## config.mk

```make
export PLATFORM = sky130hd
export DESIGN_NAME = run_ctrl
export DESIGN_NICKNAME = d
export VERILOG_FILES = /design/src/rtl/run_ctrl_pkg.sv /design/src/rtl/run_ctrl_timer.sv /design/src/rtl/run_ctrl.sv
export SDC_FILE = /design/constraint.sdc
export NUM_CORES = 1
export LEC_CHECK = 0
export CORE_MARGIN = 2
export CORE_UTILIZATION = 35
export CTS_CLUSTER_DIAMETER = 120
export DETAILED_ROUTE_END_ITERATION = 10
export GPL_TIMING_DRIVEN = 0
export PLACE_DENSITY = 0.6
export SKIP_LAST_GASP = 1
export SYNTH_ARGS = -nofsm -noshare
export SYNTH_HDL_FRONTEND = slang
export SYNTH_SLANG_ARGS = --single-unit
```

## constraint.sdc

```tcl
create_clock -name Clk -period 6.5 [get_ports Clk]
set_input_delay 1.3 -clock Clk [delete_from_list [all_inputs] [get_ports Clk]]
set_output_delay 1.3 -clock Clk [all_outputs]
set_load 0.05 [all_outputs]
```

## src/rtl/run_ctrl_pkg.sv

```systemverilog
// Shared state encoding and default configuration for the run controller.
package run_ctrl_pkg;

  typedef enum logic [2:0] {
    IDLE,
    CLEAR,
    LOAD,
    LAUNCH,
    RUN,
    DUMP_RD,
    DUMP_OUT,
    DONE
  } state_t;

  localparam int DEF_DW        = 8;
  localparam int DEF_AW        = 8;
  localparam int DEF_CLR_BASE  = 0;
  localparam int DEF_CLR_LEN   = 256;
  localparam int DEF_LOAD_BASE = 128;
  localparam int DEF_LOAD_LEN  = 8;
  localparam int DEF_DUMP_BASE = 5;
  localparam int DEF_DUMP_LEN  = 4;
  localparam int DEF_TW        = 16;

endpackage

```

## src/rtl/run_ctrl_timer.sv

```systemverilog
// Saturating RUN-cycle counter; o_hit flags the cycle whose increment reaches the limit.
module run_timer
  import run_ctrl_pkg::*;
#(
  parameter int TW = DEF_TW
) (
  input  logic          i_clk,
  input  logic          i_rst,
  input  logic          i_clear,
  input  logic          i_en,
  input  logic [TW-1:0] i_lim,
  output logic [TW-1:0] o_count,
  output logic          o_hit
);

  logic [TW-1:0] r_count;
  logic [TW:0]   w_next_ext;

  // One extra bit so a saturated counter can never alias onto the limit.
  assign w_next_ext = {1'b0, r_count} + {{TW{1'b0}}, 1'b1};
  assign o_hit      = i_en && (i_lim != '0) && (w_next_ext == {1'b0, i_lim});
  assign o_count    = r_count;

  always_ff @(posedge i_clk or posedge i_rst) begin
    if (i_rst) begin
      r_count <= '0;
    end else if (i_clear) begin
      r_count <= '0;
    end else if (i_en && (r_count != '1)) begin
      r_count <= w_next_ext[TW-1:0];
    end
  end

endmodule

```

## src/rtl/run_ctrl.sv

```systemverilog
// Run sequencer: clear DM, preload, launch core, wait Ack/timeout, dump results.
// Optional dump checksum output Csum is built when RUN_CTRL_CSUM_EN is defined.
module run_ctrl
  import run_ctrl_pkg::*;
#(
  parameter int DW        = DEF_DW,
  parameter int AW        = DEF_AW,
  parameter int CLR_BASE  = DEF_CLR_BASE,
  parameter int CLR_LEN   = DEF_CLR_LEN,
  parameter int LOAD_BASE = DEF_LOAD_BASE,
  parameter int LOAD_LEN  = DEF_LOAD_LEN,
  parameter int DUMP_BASE = DEF_DUMP_BASE,
  parameter int DUMP_LEN  = DEF_DUMP_LEN,
  parameter int TW        = DEF_TW
) (
  input  logic          Clk,
  input  logic          Reset,
  input  logic          Go,
  input  logic [TW-1:0] TimeoutLim,
  input  logic          LdValid,
  input  logic [DW-1:0] LdData,
  output logic          LdReady,
  output logic          CoreStart,
  input  logic          CoreAck,
  output logic          MemWrEn,
  output logic [AW-1:0] MemAddr,
  output logic [DW-1:0] MemWrData,
  input  logic [DW-1:0] MemRdData,
  output logic          DumpValid,
  output logic [DW-1:0] DumpData,
  input  logic          DumpReady,
  output logic          Busy,
  output logic          Done,
  output logic          TimedOut,
`ifdef RUN_CTRL_CSUM_EN
  output logic [DW-1:0] Csum,
`endif
  output logic [TW-1:0] CycleCount,
  output state_t        DbgState
);

  localparam int CW = AW + 1;
  localparam logic [CW-1:0] CLR_LAST  = CW'((CLR_LEN > 0) ? CLR_LEN - 1 : 0);
  localparam logic [CW-1:0] LOAD_LAST = CW'(LOAD_LEN - 1);
  localparam logic [CW-1:0] DUMP_LAST = CW'(DUMP_LEN - 1);

  if (LOAD_BASE + LOAD_LEN > (1 << AW)) begin : g_load_chk
    $error("run_ctrl: load window exceeds DM depth");
  end
  if (DUMP_BASE + DUMP_LEN > (1 << AW)) begin : g_dump_chk
    $error("run_ctrl: dump window exceeds DM depth");
  end

  state_t        r_state, w_state_nxt;
  logic [CW-1:0] r_idx;
  logic          r_done, r_timed_out;
  logic          w_go, w_hit;
  logic [AW-1:0] w_dump_addr;

  assign w_dump_addr = AW'(DUMP_BASE) + r_idx[AW-1:0];

  run_timer #(.TW(TW)) u_timer (
    .i_clk   (Clk),
    .i_rst   (Reset),
    .i_clear (w_go),
    .i_en    (r_state == RUN),
    .i_lim   (TimeoutLim),
    .o_count (CycleCount),
    .o_hit   (w_hit)
  );

  always_ff @(posedge Clk or posedge Reset) begin
    if (Reset) r_state <= IDLE;
    else       r_state <= w_state_nxt;
  end

  always_comb begin
    w_state_nxt = r_state;
    w_go        = 1'b0;
    LdReady     = 1'b0;
    CoreStart   = 1'b1;
    MemWrEn     = 1'b0;
    MemAddr     = '0;
    MemWrData   = '0;
    DumpValid   = 1'b0;
    case (r_state)
      IDLE, DONE: begin
        if (Go) begin
          w_go        = 1'b1;
          w_state_nxt = (CLR_LEN == 0) ? LOAD : CLEAR;
        end
      end
      CLEAR: begin
        MemWrEn = 1'b1;
        MemAddr = AW'(CLR_BASE) + r_idx[AW-1:0];
        if (r_idx == CLR_LAST) w_state_nxt = LOAD;
      end
      LOAD: begin
        LdReady   = 1'b1;
        MemWrEn   = LdValid;
        MemAddr   = AW'(LOAD_BASE) + r_idx[AW-1:0];
        MemWrData = LdData;
        if (LdValid && (r_idx == LOAD_LAST)) w_state_nxt = LAUNCH;
      end
      LAUNCH: w_state_nxt = RUN;
      RUN: begin
        CoreStart = 1'b0;
        if (CoreAck || w_hit) w_state_nxt = DUMP_RD;
      end
      DUMP_RD: begin
        MemAddr     = w_dump_addr;
        w_state_nxt = DUMP_OUT;
      end
      DUMP_OUT: begin
        // Address stays put so the DM's registered read output holds the word.
        MemAddr   = w_dump_addr;
        DumpValid = 1'b1;
        if (DumpReady) w_state_nxt = (r_idx == DUMP_LAST) ? DONE : DUMP_RD;
      end
      default: w_state_nxt = IDLE;
    endcase
  end

  always_ff @(posedge Clk or posedge Reset) begin
    if (Reset) begin
      r_idx       <= '0;
      r_done      <= 1'b0;
      r_timed_out <= 1'b0;
    end else begin
      case (r_state)
        IDLE, DONE: begin
          if (w_go) begin
            r_idx       <= '0;
            r_done      <= 1'b0;
            r_timed_out <= 1'b0;
          end
        end
        CLEAR: r_idx <= (r_idx == CLR_LAST) ? '0 : r_idx + CW'(1);
        LOAD: begin
          if (LdValid) r_idx <= (r_idx == LOAD_LAST) ? '0 : r_idx + CW'(1);
        end
        RUN: begin
          if (!CoreAck && w_hit) r_timed_out <= 1'b1;
        end
        DUMP_OUT: begin
          if (DumpReady) begin
            r_idx <= (r_idx == DUMP_LAST) ? '0 : r_idx + CW'(1);
            if (r_idx == DUMP_LAST) r_done <= 1'b1;
          end
        end
        default: ;
      endcase
    end
  end

`ifdef RUN_CTRL_CSUM_EN
  logic [DW-1:0] r_csum;
  always_ff @(posedge Clk or posedge Reset) begin
    if (Reset)                                    r_csum <= '0;
    else if (w_go)                                r_csum <= '0;
    else if ((r_state == DUMP_OUT) && DumpReady)  r_csum <= r_csum + MemRdData;
  end
  assign Csum = r_csum;
`endif

  assign DumpData = (r_state == DUMP_OUT) ? MemRdData : '0;
  assign Busy     = (r_state != IDLE) && (r_state != DONE);
  assign Done     = r_done;
  assign TimedOut = r_timed_out;
  assign DbgState = r_state;

endmodule

```

# ---- Yosys cells after proc, flatten, opt, wreduce, memory -nomap -nowiden
# Index checks and enable logic that the tools add are counted.
dict set report word_totals {
  in_bits 38
  out_inout_bits 50
  regBits 30
}
dict set report op_classes {
  n_addsub 4
  eq_ne 22
  muxes 31
  n_reduce_logical 21
}
# op n
set op_table {}
lappend op_table {{two-way mux 9 bit} 6}
lappend op_table {{one-hot mux 9 bit (4 select lines)} 1}
lappend op_table {{two-way mux 16 bit} 2}
lappend op_table {{one-hot mux 8 bit (3 select lines)} 1}
lappend op_table {{one-hot mux 3 bit (7 select lines)} 1}
lappend op_table {{adder 16 x 1 -> 17 bit, second input constant} 1}
lappend op_table {{== test 17 x 16 -> 1 bit} 1}
lappend op_table {{two-way mux 8 bit} 2}
lappend op_table {{inequality test 16 bit, second input constant} 1}
lappend op_table {{inequality test 2 bit, second input constant} 8}
lappend op_table {{nonzero test 16 bit} 1}
lappend op_table {{two-way mux 3 bit} 5}
lappend op_table {{== test 3 bit, second input constant} 4}
lappend op_table {{adder 9 x 1 -> 9 bit, second input constant} 1}
lappend op_table {{== test 9 x 2 -> 1 bit, second input constant} 1}
lappend op_table {{== test 9 x 3 -> 1 bit, second input constant} 1}
lappend op_table {{== test 9 x 8 -> 1 bit, second input constant} 1}
lappend op_table {{two-way mux 1 bit} 9}
lappend op_table {{adder 3 x 8 -> 8 bit, first input constant} 1}
lappend op_table {{adder 8 bit, first input constant} 1}
lappend op_table {{AND reduction 4 bit} 2}
lappend op_table {{== test 3 x 2 -> 1 bit, second input constant} 2}
lappend op_table {{logical AND 1 bit} 6}
lappend op_table {{one-hot mux 1 bit (2 select lines)} 3}
lappend op_table {{other kinds (13)} 16}

# ---- Longest topological paths before layout
dict set report depth {
  word_depth 6
  ltp_mapped 11
  mapped_depth_nobuf 10
}

# ---- Hierarchy
# Synthesis repeated with hierarchy kept, for this count alone.
dict set report unflattened {
  cells_unflattened 328
  area_unflattened_um2 2721.4
}
# mod area_per_inst_um2 cells_each n_inst
set by_module_without_submodules {}
lappend by_module_without_submodules {run_timer 1388.8 165 1}
lappend by_module_without_submodules {run_ctrl 1332.5 163 1}

# ---- Least setup slack after synthesis
# No wires, ideal clock.
dict set report synth_path {
  path_kind {reg-to-output}
  start {register r_state[2] (netlist: DbgState[2])}
  end {output MemAddr[7]}
  setup_slack_ns 2.429
  t_arrival_ns 2.771
  stages_incl_launch_ff 6
  path_buffers 1
  cell_sequence {dfrtp_1 buf_2 inv_1 nor2_1 o21ai_0 a21oi_1}
}
dict set report synth_via {
  elab_chain_len 3
  word_cells_on_any_way 6
}
# item line_no
set synth_lines {}
lappend synth_lines {{from (decl)} run_ctrl.sv:54} ;# state_t r_state, w_state_nxt;
lappend synth_lines {{from (signal assigned)} run_ctrl.sv:74} ;# else r_state <= w_state_nxt;
lappend synth_lines {{== test 3 bit} run_ctrl.sv:86} ;# case (r_state)
lappend synth_lines {{OR reduction 2 bit (no line)} n/a}
lappend synth_lines {{one-hot mux 8 bit (3 select lines) (*)} run_ctrl.sv:86}
lappend synth_lines {{to (decl)} run_ctrl.sv:26} ;# output logic [AW-1:0] MemAddr,
# Mark *: on every way between the ends. The rest lies on a longest branch, timed or not.

# ---- Worst setup path in the final report
dict set report layout_path {
  start {input LdValid}
  end {output MemWrEn}
}
dict set report layout_via {
  elab_chain_len 1
}
# item line_no
set layout_lines {}
lappend layout_lines {{from (decl)} run_ctrl.sv:20} ;# input logic LdValid,
lappend layout_lines {{one-hot mux 1 bit (2 select lines)} run_ctrl.sv:86}
lappend layout_lines {{to (decl)} run_ctrl.sv:25} ;# output logic MemWrEn,
# No other way between the ends.

==> impl_results.md <==
- Initial antenna violation count: 0
- Dpl hpwl: 5893 um
- Largest net degree at the start of global routing: 31
- CTS HTree Levels: 2
- Nets: 468
- Layout cells sized above 1: 0.07260
- Initial drt markers: 93
- Most common cell after layout, fill and taps aside: clkdlybuf4s50_1
- Cells after Synth: 331
- Max Cap Viol: 0
- Clock transition at path regs: about 0.060 ns
- Root Driver: clkbuf_8
- Worst slew margin: 0.5822
- Post CTS Setup Buffer Count: 0
- CTS Buf Count: 5
- Die area: approximately 8100 sq um
- Max IR drop VDD: between 0.2 and 0.25 mV
- DP Area: 3568 sq um
- Post-route DRC: 0
- Slew @ Worst Pin: 0.6219 ns
- Total negative slack: 0 ns
- Hold Buf Count CTS: 0
- Max-slew violation count: 0
- Crit-path max FO: 2
- Post-Route WL: 7814 um
- Synth Warn #: 0
- Core area: slightly above 7000 sq um
- GRT Overall Usage: 0.1974
- Rows: 31
- Synth area leader: dfrtp_1
- Syn Nets: 373
- Register area share after synthesis: 0.2917
- IO Port Bufs: 87
- Detail Route Antenna Nets: 0
- WS Path Type: input pin to primary output
- Design Area, Final: 3684 sq um
- Largest cells by area after synthesis: dfrtp_1 (29%), xnor2_1 (7.8%), nor2_1 (5.5%), and3_1 (5.1%), nand2_1 (4.5%)
- Die width: around 90 um
- Via count: 2,736
- Worst R2R Path Depth: 11
- Cell variety after synth: 53
- Final setup fails: 0
- Critical Path RT: 5.20 ns
- Final hold slack: between 0.5 and 0.6 ns
- CTS tree: done
- Grt ovf: 0
- Crit path capture type: primary output
- Worst min path class: flop to flop
- Post-route minimum period: 4.059 ns
- Hold Fails Final Rpt: 0
- Most frequent cells in the layout: clkdlybuf4s50_1 (87), nor2_1 (38), nand2_1 (31)
- Share of the synthesized area in the top cell type: 0.2917
- Clk_lat worst skew: around 0.29 ns
- Io pins: 88
- Vias/cell: 5.202
- Outcome: completed
- Vias in the first global route: roughly 2,700
- First-pass GRT wire length: 13,300 um
- Synthesized area: 2574 sq um
- LEAKAGE: 1.472 nW
- Ys flop type: dfrtp_1
- # diodes: 0
- Clock sink count: 30
- Cells on Worst Hold Path: 1
- Wire per inst: 14.86 um
- Final period utilization: 0.6245
- Register bit total from synthesis: 30
- Area Growth Syn to Fin: 43.12%
- Worst Skew: around 0.0095 ns
- Starting density of the core: 0.3587
- DR pass1 iterations: 4
- Gpl congestion: 0.8066
- EDFF count, synth: 0
- Mean cell area of the mapped netlist: 7.776 sq um
- Crit path launch type: input pin
- Die Y: approximately 90 um
- RSZ-0062 raised after global routing: no
- Fmax achieved: 246.3 MHz
- Pwr dens: about 340 nW/um^2
- Clk buf depth: 2
- Ys async rst share: 1.000
- Critical path arrival: 2.76 ns
- Post_cts resized: 0
-- final cells by class --
| type | instances | area (sq um) |
|---|---|---|
| inverter | 8 | 30.03 |
| clock inverter | 2 | 12.51 |
| clock buffer | 6 | 82.58 |
| tap | 99 | 123.9 |
| fill | 713 | 3492 |
| buffer | 24 | 110.1 |
| timing repair buffer | 88 | 890.9 |
| sequential | 30 | 750.7 |
| multi-input combinational | 269 | 1683 |
-- layer usage --
layer / global-route usage / wire length, um / vias up
met5: 0 / 0 / -
met1: 0.2600 / 3579 / 1283
met3: 0.03772 / 350 / 8
li1: - / - / 1376
met2: 0.3359 / 3813 / 69
met4: 0.04744 / 71 / 0
-- sequential cells by signal (all words and copies together) (netlist names) --
name             cells
Done                 1
TimedOut             1
r_idx                9
DbgState             3
u_timer.o_count     16
-- path summary, 6_finish.rpt --
check / startpoint / to / slack (ns)
worst max-delay path: LdValid / MemWrEn / 2.44
worst min-delay path: Done / Done / 0.52
worst max register to register: r_idx[0] / r_idx[2] / 3.83
worst min register to register: Done / Done / 0.52
max in group asynchronous: Reset / u_timer.o_count[12] / 4.85
min in group asynchronous: Reset / r_idx[0] / 1.24
-- logic make-up after synthesis --
| group | share of synthesized area |
|---|---|
| AND/OR/NAND/NOR | 0.3155 |
| AO/OA/AOI/OAI | 0.1988 |
| XOR/XNOR | 0.1123 |
| buffers and inverters | 0.05445 |
| flip-flops | 0.2917 |
| adder cells (fa/ha/maj) | 0.01945 |
| multiplexers | 0.007779 |
-- where the power goes --
group / internal [mW] / leakage [nW] / total, mW / switching (mW)
registers: 0.215 / 0.406 / 0.254 / 0.0391
logic: 0.280 / 1.02 / 0.839 / 0.559
clock network: 0.0851 / 0.0472 / 0.162 / 0.0771
total: 0.580 / 1.47 / 1.25 / 0.675
-- cell usage after synthesis (2+ instances only) --
master / number
a21o_1: 2
a21oi_1: 11
a31oi_1: 4
and3_1: 21
buf_2: 10
buf_4: 2
clkbuf_1: 11
dfrtp_1: 30
ha_1: 4
inv_1: 8
mux2i_1: 2
nand2_1: 31
nand2b_1: 4
nand3_1: 16
nand4_1: 9
nor2_1: 38
nor2b_1: 4
nor3_1: 7
nor3b_1: 2
nor4_1: 7
nor4_2: 2
o211ai_1: 4
o21ai_0: 18
o21ai_1: 16
o21bai_1: 2
o31ai_1: 5
or3_1: 4
xnor2_1: 23
xor2_1: 10
-- stage by stage --
step	std cells	util	setup slack, ns	total power [mW]
final	526	0.5133	2.441	1.255
after detailed placement	517	0.4973	2.438	1.093
after global placement	517	0.4973	2.433	1.093
after floorplan	331	-	2.429	0.8350
after CTS	525	0.5105	2.434	1.262
after global routing	526	0.5133	2.311	1.343
-- worst max-delay path, cell delays in order --
cell and delay, ns:
clkdlybuf4s50_1 0.48, a21oi_1 0.06, nor2_1 0.10, clkdlybuf4s50_1 0.81
Note: power is estimated with default switching activity, not from simulation.
